[src/rtl/l2_sram_march_bist.sv]
// l2_sram_march_bist
//   March C- style self-test engine that drives the single-port L2 SRAM macro
//   interface directly.
//
//   Test sequence over words 0..DEPTH-1 with data background P:
//     E0 up   : w P
//     E1 up   : r P,  w ~P
//     E2 down : r ~P, w P
//     E3 up   : r P
//   A final DRAIN cycle retires the last read compare. Then the engine parks
//   in DONE until the next start.
//
// Ports
//   CLK, RSTN            clock, asynchronous active-low reset
//   start_i, pattern_i   start request (honoured in IDLE/DONE), background P
//   busy_o, done_o       test running / finished (held until next start)
//   fail_o               sticky mismatch flag
//   fail_addr_o          address of the first mismatch
//   fail_count_o         saturating mismatch count
//   CEN, WEN, BEN        SRAM strobes, active-low, registered
//   A, D                 SRAM word address / write data, registered
//   Q                    SRAM read data, valid the cycle after a read

// Per-byte-lane read compare. Any bit difference flags the lane.
module l2_bist_lane_cmp #(
  parameter int W = 8
) (
  input  logic [W-1:0] i_q,
  input  logic [W-1:0] i_exp,
  output logic         o_mis
);
  assign o_mis = |(i_q ^ i_exp);
endmodule

module l2_sram_march_bist #(
  parameter int ADDR_WIDTH = 15,
  parameter int DATA_WIDTH = 32,
  parameter int DEPTH      = 29184,
  parameter int CNT_WIDTH  = 16
) (
  input  logic                    CLK,
  input  logic                    RSTN,
  input  logic                    start_i,
  input  logic [DATA_WIDTH-1:0]   pattern_i,
  output logic                    busy_o,
  output logic                    done_o,
  output logic                    fail_o,
  output logic [ADDR_WIDTH-1:0]   fail_addr_o,
  output logic [CNT_WIDTH-1:0]    fail_count_o,
  output logic                    CEN,
  output logic                    WEN,
  output logic [DATA_WIDTH/8-1:0] BEN,
  output logic [ADDR_WIDTH-1:0]   A,
  output logic [DATA_WIDTH-1:0]   D,
  input  logic [DATA_WIDTH-1:0]   Q
);

  localparam int NB = DATA_WIDTH / 8;
  localparam logic [ADDR_WIDTH-1:0] LAST    = ADDR_WIDTH'(DEPTH - 1);
  localparam logic [CNT_WIDTH-1:0]  CNT_MAX = '1;

  localparam logic [3:0] S_IDLE  = 4'd0;
  localparam logic [3:0] S_E0_W  = 4'd1;
  localparam logic [3:0] S_E1_R  = 4'd2;
  localparam logic [3:0] S_E1_W  = 4'd3;
  localparam logic [3:0] S_E2_R  = 4'd4;
  localparam logic [3:0] S_E2_W  = 4'd5;
  localparam logic [3:0] S_E3_R  = 4'd6;
  localparam logic [3:0] S_DRAIN = 4'd7;
  localparam logic [3:0] S_DONE  = 4'd8;

  // r_state names the access currently presented on the port; the port
  // registers are loaded from the next state so they always line up with it.
  logic [3:0]            r_state, w_nxt_state;
  logic [ADDR_WIDTH-1:0] r_addr, w_nxt_addr;
  logic [DATA_WIDTH-1:0] r_pat, w_pat;
  logic                  w_start, w_last, w_first;
  logic                  w_nxt_rd, w_nxt_wr;
  logic [DATA_WIDTH-1:0] w_nxt_d, w_nxt_exp;

  logic                  r_cen, r_wen;
  logic [NB-1:0]         r_ben;
  logic [DATA_WIDTH-1:0] r_d;
  logic [DATA_WIDTH-1:0] r_exp;      // expected data of the read on the port

  logic                  r_rd_vld;   // read issued last cycle, Q valid now
  logic [ADDR_WIDTH-1:0] r_rd_addr;
  logic [DATA_WIDTH-1:0] r_rd_exp;
  logic [NB-1:0]         w_lane_mis;
  logic                  w_mis;

  logic                  r_busy, r_done, r_fail;
  logic [ADDR_WIDTH-1:0] r_fail_addr;
  logic [CNT_WIDTH-1:0]  r_fail_cnt;

  assign w_start = start_i & ((r_state == S_IDLE) | (r_state == S_DONE));
  assign w_pat   = w_start ? pattern_i : r_pat;
  assign w_last  = (r_addr == LAST);
  assign w_first = (r_addr == '0);

  // Terminal addresses are detected explicitly so the counter never wraps.
  always_comb begin
    w_nxt_state = r_state;
    w_nxt_addr  = r_addr;
    case (r_state)
      S_IDLE, S_DONE: begin
        if (w_start) begin
          w_nxt_state = S_E0_W;
          w_nxt_addr  = '0;
        end
      end
      S_E0_W: begin
        if (w_last) begin
          w_nxt_state = S_E1_R;
          w_nxt_addr  = '0;
        end else begin
          w_nxt_addr  = r_addr + ADDR_WIDTH'(1);
        end
      end
      S_E1_R: w_nxt_state = S_E1_W;
      S_E1_W: begin
        if (w_last) begin
          w_nxt_state = S_E2_R;
          w_nxt_addr  = LAST;
        end else begin
          w_nxt_state = S_E1_R;
          w_nxt_addr  = r_addr + ADDR_WIDTH'(1);
        end
      end
      S_E2_R: w_nxt_state = S_E2_W;
      S_E2_W: begin
        if (w_first) begin
          w_nxt_state = S_E3_R;
          w_nxt_addr  = '0;
        end else begin
          w_nxt_state = S_E2_R;
          w_nxt_addr  = r_addr - ADDR_WIDTH'(1);
        end
      end
      S_E3_R: begin
        if (w_last) w_nxt_state = S_DRAIN;
        else        w_nxt_addr  = r_addr + ADDR_WIDTH'(1);
      end
      S_DRAIN: w_nxt_state = S_DONE;
      default: begin
        w_nxt_state = S_IDLE;
        w_nxt_addr  = '0;
      end
    endcase
  end

  assign w_nxt_rd  = (w_nxt_state == S_E1_R) | (w_nxt_state == S_E2_R) |
                     (w_nxt_state == S_E3_R);
  assign w_nxt_wr  = (w_nxt_state == S_E0_W) | (w_nxt_state == S_E1_W) |
                     (w_nxt_state == S_E2_W);
  assign w_nxt_d   = ~w_nxt_wr ? '0 : ((w_nxt_state == S_E1_W) ? ~w_pat : w_pat);
  assign w_nxt_exp = (w_nxt_state == S_E2_R) ? ~w_pat : w_pat;

  always_ff @(posedge CLK or negedge RSTN) begin
    if (!RSTN) begin
      r_state <= S_IDLE;
      r_addr  <= '0;
      r_pat   <= '0;
      r_cen   <= 1'b1;
      r_wen   <= 1'b1;
      r_ben   <= '1;
      r_d     <= '0;
      r_exp   <= '0;
      r_busy  <= 1'b0;
      r_done  <= 1'b0;
    end else begin
      r_state <= w_nxt_state;
      r_addr  <= w_nxt_addr;
      r_pat   <= w_pat;
      r_cen   <= ~(w_nxt_rd | w_nxt_wr);
      r_wen   <= ~w_nxt_wr;
      r_ben   <= (w_nxt_rd | w_nxt_wr) ? '0 : '1;
      r_d     <= w_nxt_d;
      r_exp   <= w_nxt_exp;
      r_busy  <= (w_nxt_state != S_IDLE) & (w_nxt_state != S_DONE);
      r_done  <= (w_nxt_state == S_DONE);
    end
  end

  // Capture the read context in the cycle the macro samples it; the compare
  // then happens while the next access (possibly a write to the same word)
  // is on the port, which cannot disturb the already-launched Q.
  always_ff @(posedge CLK or negedge RSTN) begin
    if (!RSTN) begin
      r_rd_vld  <= 1'b0;
      r_rd_addr <= '0;
      r_rd_exp  <= '0;
    end else begin
      r_rd_vld  <= ~r_cen & r_wen;
      r_rd_addr <= r_addr;
      r_rd_exp  <= r_exp;
    end
  end

  for (genvar b = 0; b < NB; b++) begin : g_lane
    l2_bist_lane_cmp #(.W(8)) u_cmp (
      .i_q   (Q[b*8 +: 8]),
      .i_exp (r_rd_exp[b*8 +: 8]),
      .o_mis (w_lane_mis[b])
    );
  end

  assign w_mis = r_rd_vld & (|w_lane_mis);

  always_ff @(posedge CLK or negedge RSTN) begin
    if (!RSTN) begin
      r_fail      <= 1'b0;
      r_fail_addr <= '0;
      r_fail_cnt  <= '0;
    end else if (w_start) begin
      r_fail      <= 1'b0;
      r_fail_addr <= '0;
      r_fail_cnt  <= '0;
    end else if (w_mis) begin
      r_fail <= 1'b1;
      if (!r_fail)                r_fail_addr <= r_rd_addr;
      if (r_fail_cnt != CNT_MAX)  r_fail_cnt  <= r_fail_cnt + CNT_WIDTH'(1);
    end
  end

  assign busy_o       = r_busy;
  assign done_o       = r_done;
  assign fail_o       = r_fail;
  assign fail_addr_o  = r_fail_addr;
  assign fail_count_o = r_fail_cnt;
  assign CEN          = r_cen;
  assign WEN          = r_wen;
  assign BEN          = r_ben;
  assign A            = r_addr;
  assign D            = r_d;

endmodule

[config.mk]
export PLATFORM = sky130hd
export DESIGN_NAME = l2_sram_march_bist
export DESIGN_NICKNAME = d
export VERILOG_FILES = /design/src/rtl/l2_sram_march_bist.sv
export SDC_FILE = /design/constraint.sdc
export NUM_CORES = 1
export LEC_CHECK = 0
export ABC_CLOCK_PERIOD_IN_PS = 2950
export CORE_MARGIN = 1
export CORE_UTILIZATION = 53
export DETAILED_ROUTE_END_ITERATION = 10
export PLACE_DENSITY_LB_ADDON = 0.15
export SYNTH_ARGS = -nofsm -noshare
export SYNTH_HDL_FRONTEND = slang
export SYNTH_HIERARCHICAL = 1
export SYNTH_SLANG_ARGS = --single-unit
[constraint.sdc]
create_clock -name CLK -period 2.95 [get_ports CLK]
set_input_delay 0.4425 -clock CLK [delete_from_list [all_inputs] [get_ports CLK]]
set_output_delay 0.4425 -clock CLK [all_outputs]
set_load 0.01 [all_outputs]
==> flow_summary.ini <==
[status]
outcome = complete, no violations

[clock_tree]
clock_latency_ns = 0.44
cts_resized = 0
ctsHtreeMaxLevel = 4
cts.clk_slew.worst_paths_ns = 0.07
cts_tree = built
cts_setup_buffers = 0
cts_num_sinks = 199
holdBufCountCts = 0
cts_root_buffer = clkbuf_16
max-clock-path-buffers = 2
numCtsBuffers = 17

[power]
switching_share_pct = 31.4
p_int_w = 0.00659
p_per_area_mw_per_mm2 = 863
p_clk_share_pct = 24.1
power_w = 0.00960
switchingPower_w = 0.00301
ir_worst_vdd_mv = 0.477
comb_power_share_pct = 31.5
pwr-share-seq_pct = 44.5
p_leak_nw = 5.03

[finish]
area_growth_pct = 27.1
stdcell_area_sq_mm = 0.0111
drive_gt1_share_pct = 11.6
num-nets-final = 943
finalNonFillerCells = 1102
num_antenna_cells = 0

[global_routing]
track_usage_pct = 22.6
grt_pass1_wl_um = 29000
grt_pass1_vias = 5732
grt_overflow = 0
antenna_found_initial = 0
grt_max_degree = 73

[floorplanning]
die_x_um = 130
coreArea_sq_mm = 0.0160
pin_count = 154
die_area_sq_mm = 0.0170
row_count = 46
start_util_pct = 54.7
dieHeight_um = 130

[setup_path]
path_delay_family = simple AND/OR/NAND/NOR gates
r2r-end = A[6]
timing.rr.start = A[0]
rrSetupSlack_ns = 0.27
cp.buffers_inverters = 1
slowest_delay_ns = 0.56
critPathLaunch = A[0]
crit_slowest_cell = or3b_2
crit_required_ns = 3.27
worstPathArrival_ns = 3.00
rr_worst_depth = 7
worstSetupStartpointType = register
crit_path_cell_trace = inv_1 > ha_1 > or3b_2 > nor4_4 > nor2_1 > a21o_1 > a211o_1
worst-path-max-fanout = 12
cp_num_cells = 7
endpoint_kind = register
path_class = reg -> reg

[timing]
skew_ns = 0.0157
setup_tns_ns = 0
maxSlewHeadroom_pct = 35.7
setup_viol = 0
min_period_ns = 2.68
fmax_mhz = 373
slew_violations = 0
tightest_slew_ns = 0.961
post-route-period-util_pct = 91.0
finalHoldViolCount = 0
rsz0062_at_grt = false

[logic_synthesis]
synth_warnings = 6
ys_ff_latch = 199
avgSynthCellArea_sq_um = 12.1
synth_cell_types = 68
yosys.area.top_type = dfrtp_1
synth_edf_count = 0
synthFlopType = dfrtp_1
seq_area_frac_synth_pct = 57.0
synth.top_cells.by_area = dfrtp_1 (56%), xor2_1 (7.5%), xnor2_2 (5.6%)
syn_nets = 792
async_flop_share_pct = 100
synth_common_cells = dfrtp_1 (197), xor2_1 (75), nor2_1 (68)
yosysMostFrequentCell = dfrtp_1
synth_top_area_share_pct = 56.4
syn_inst = 722
synth_area_sq_mm = 0.00875

[route]
totalWireLength_um = 18700
dr.pass1.iters = 5
ant_nets = 0
avgRoutedWirePerCell_um = 16.9
drc_errors = 0
avgViaCountPerCell = 5.29
first_iter_violations = 336
via_count = 5828

[place]
port_buffers = 153
hpwlAfterDp_um = 12800
dp_cells = 1070
place_area_sq_mm = 0.0105
gp_congestion = 0.876

[run]
drv_cap = 0

[min_path]
hold_path.class = in -> async
-- cell usage in the layout, fill, tap and decap left out, drive strengths merged, types with 5 or more instances in the layout --
| master | instances |
|---|---|
| or3 | 7 |
| inv | 48 |
| dfrtp | 197 |
| o21ai | 20 |
| mux2i | 34 |
| a21oi | 22 |
| xnor2 | 36 |
| nand3 | 12 |
| o211ai | 9 |
| a22o | 15 |
| xor2 | 75 |
| clkbuf | 19 |
| nor3 | 14 |
| o2111ai | 5 |
| nor4 | 12 |
| nand2b | 8 |
| nand2 | 31 |
| buf | 19 |
| clkdlybuf4s50 | 152 |
| nor2 | 68 |
-- registers in the layout, summed over array words and instances (netlist names), 4 cells and up --
name          count
fail_count_o     16
A                15
r_pat            32
r_exp            32
D                32
r_rd_addr        15
fail_addr_o      15
r_rd_exp         32
r_state           4
-- cell type report --
type	instances	area [sq um]
clock buffer	18	439
sequential	199	4980
fill	1182	4880
clock inverter	14	155
multi-input combinational	444	3370
timing repair buffer	172	1750
tap	216	270
inverter	39	146
-- worst max path at each step --
stage | end | slack (ns)
after floorplan | A[9] | 0.62
after global placement | fail_count_o[12] | 0.07
after detailed placement | fail_count_o[14] | 0.04
after CTS | A[6] | 0.27
after global routing | BEN[2] | 0.17
final | A[6] | 0.27
-- worst register-to-register path: cells and delay by family, from the launching register on --
family | cells | cell delay [ns]
and+or+nand+nor | 3 | 1.40
AOI/OAI and AO/OA | 2 | 0.52
DFF | 1 | 0.38
adders and majority gates | 1 | 0.20
buffers and inverters | 1 | 0.08
-- power groups by stage --
stage / combinational (W) / sequential, W / clock, W
after CTS: 0.00305 / 0.00429 / 0.00236
after floorplan: 0.00168 / 0.00436 / 0
after global placement: 0.00293 / 0.00429 / 0
after global routing: 0.00329 / 0.00437 / 0.00247
final: 0.00302 / 0.00427 / 0.00231
after detailed placement: 0.00303 / 0.00434 / 0
-- through the flow --
step | hold WS, ns | setup WS (ns) | utilization [%]
floorplan | 0.147 | 0.619 | -
global placement | 0.333 | 0.0670 | 65.8
detailed placement | 0.335 | 0.0417 | 65.8
CTS | 0.0318 | 0.274 | 69.5
global route | 0.0587 | 0.175 | 69.5
finish | 0.0175 | 0.266 | 69.5
-- logic make-up (layout without fill, tap and decap cells) --
group	after synthesis	count (layout)	share of synthesized area (%)
muxes	34	34	3.89
and+or+nand+nor	187	187	11.4
xor gates and xnor gates	111	111	13.7
buffers and inverters	79	243	4.69
AOI/OAI and AO/OA	109	109	8.93
adders and majority gates	3	3	0.429
DFF	199	199	57.0
-- routing by layer --
| layer | up-vias | part of all wire, % | global-route usage (%) |
|---|---|---|---|
| li1 | 2767 | - | - |
| met3 | 23 | 4.6 | 4.56 |
| met2 | 153 | 50 | 37.8 |
| met4 | 0 | 1.7 | 7.84 |
| met5 | - | 0 | 0 |
| met1 | 2885 | 43 | 29.4 |
No activity file was read; power rests on OpenSTA's default activity.
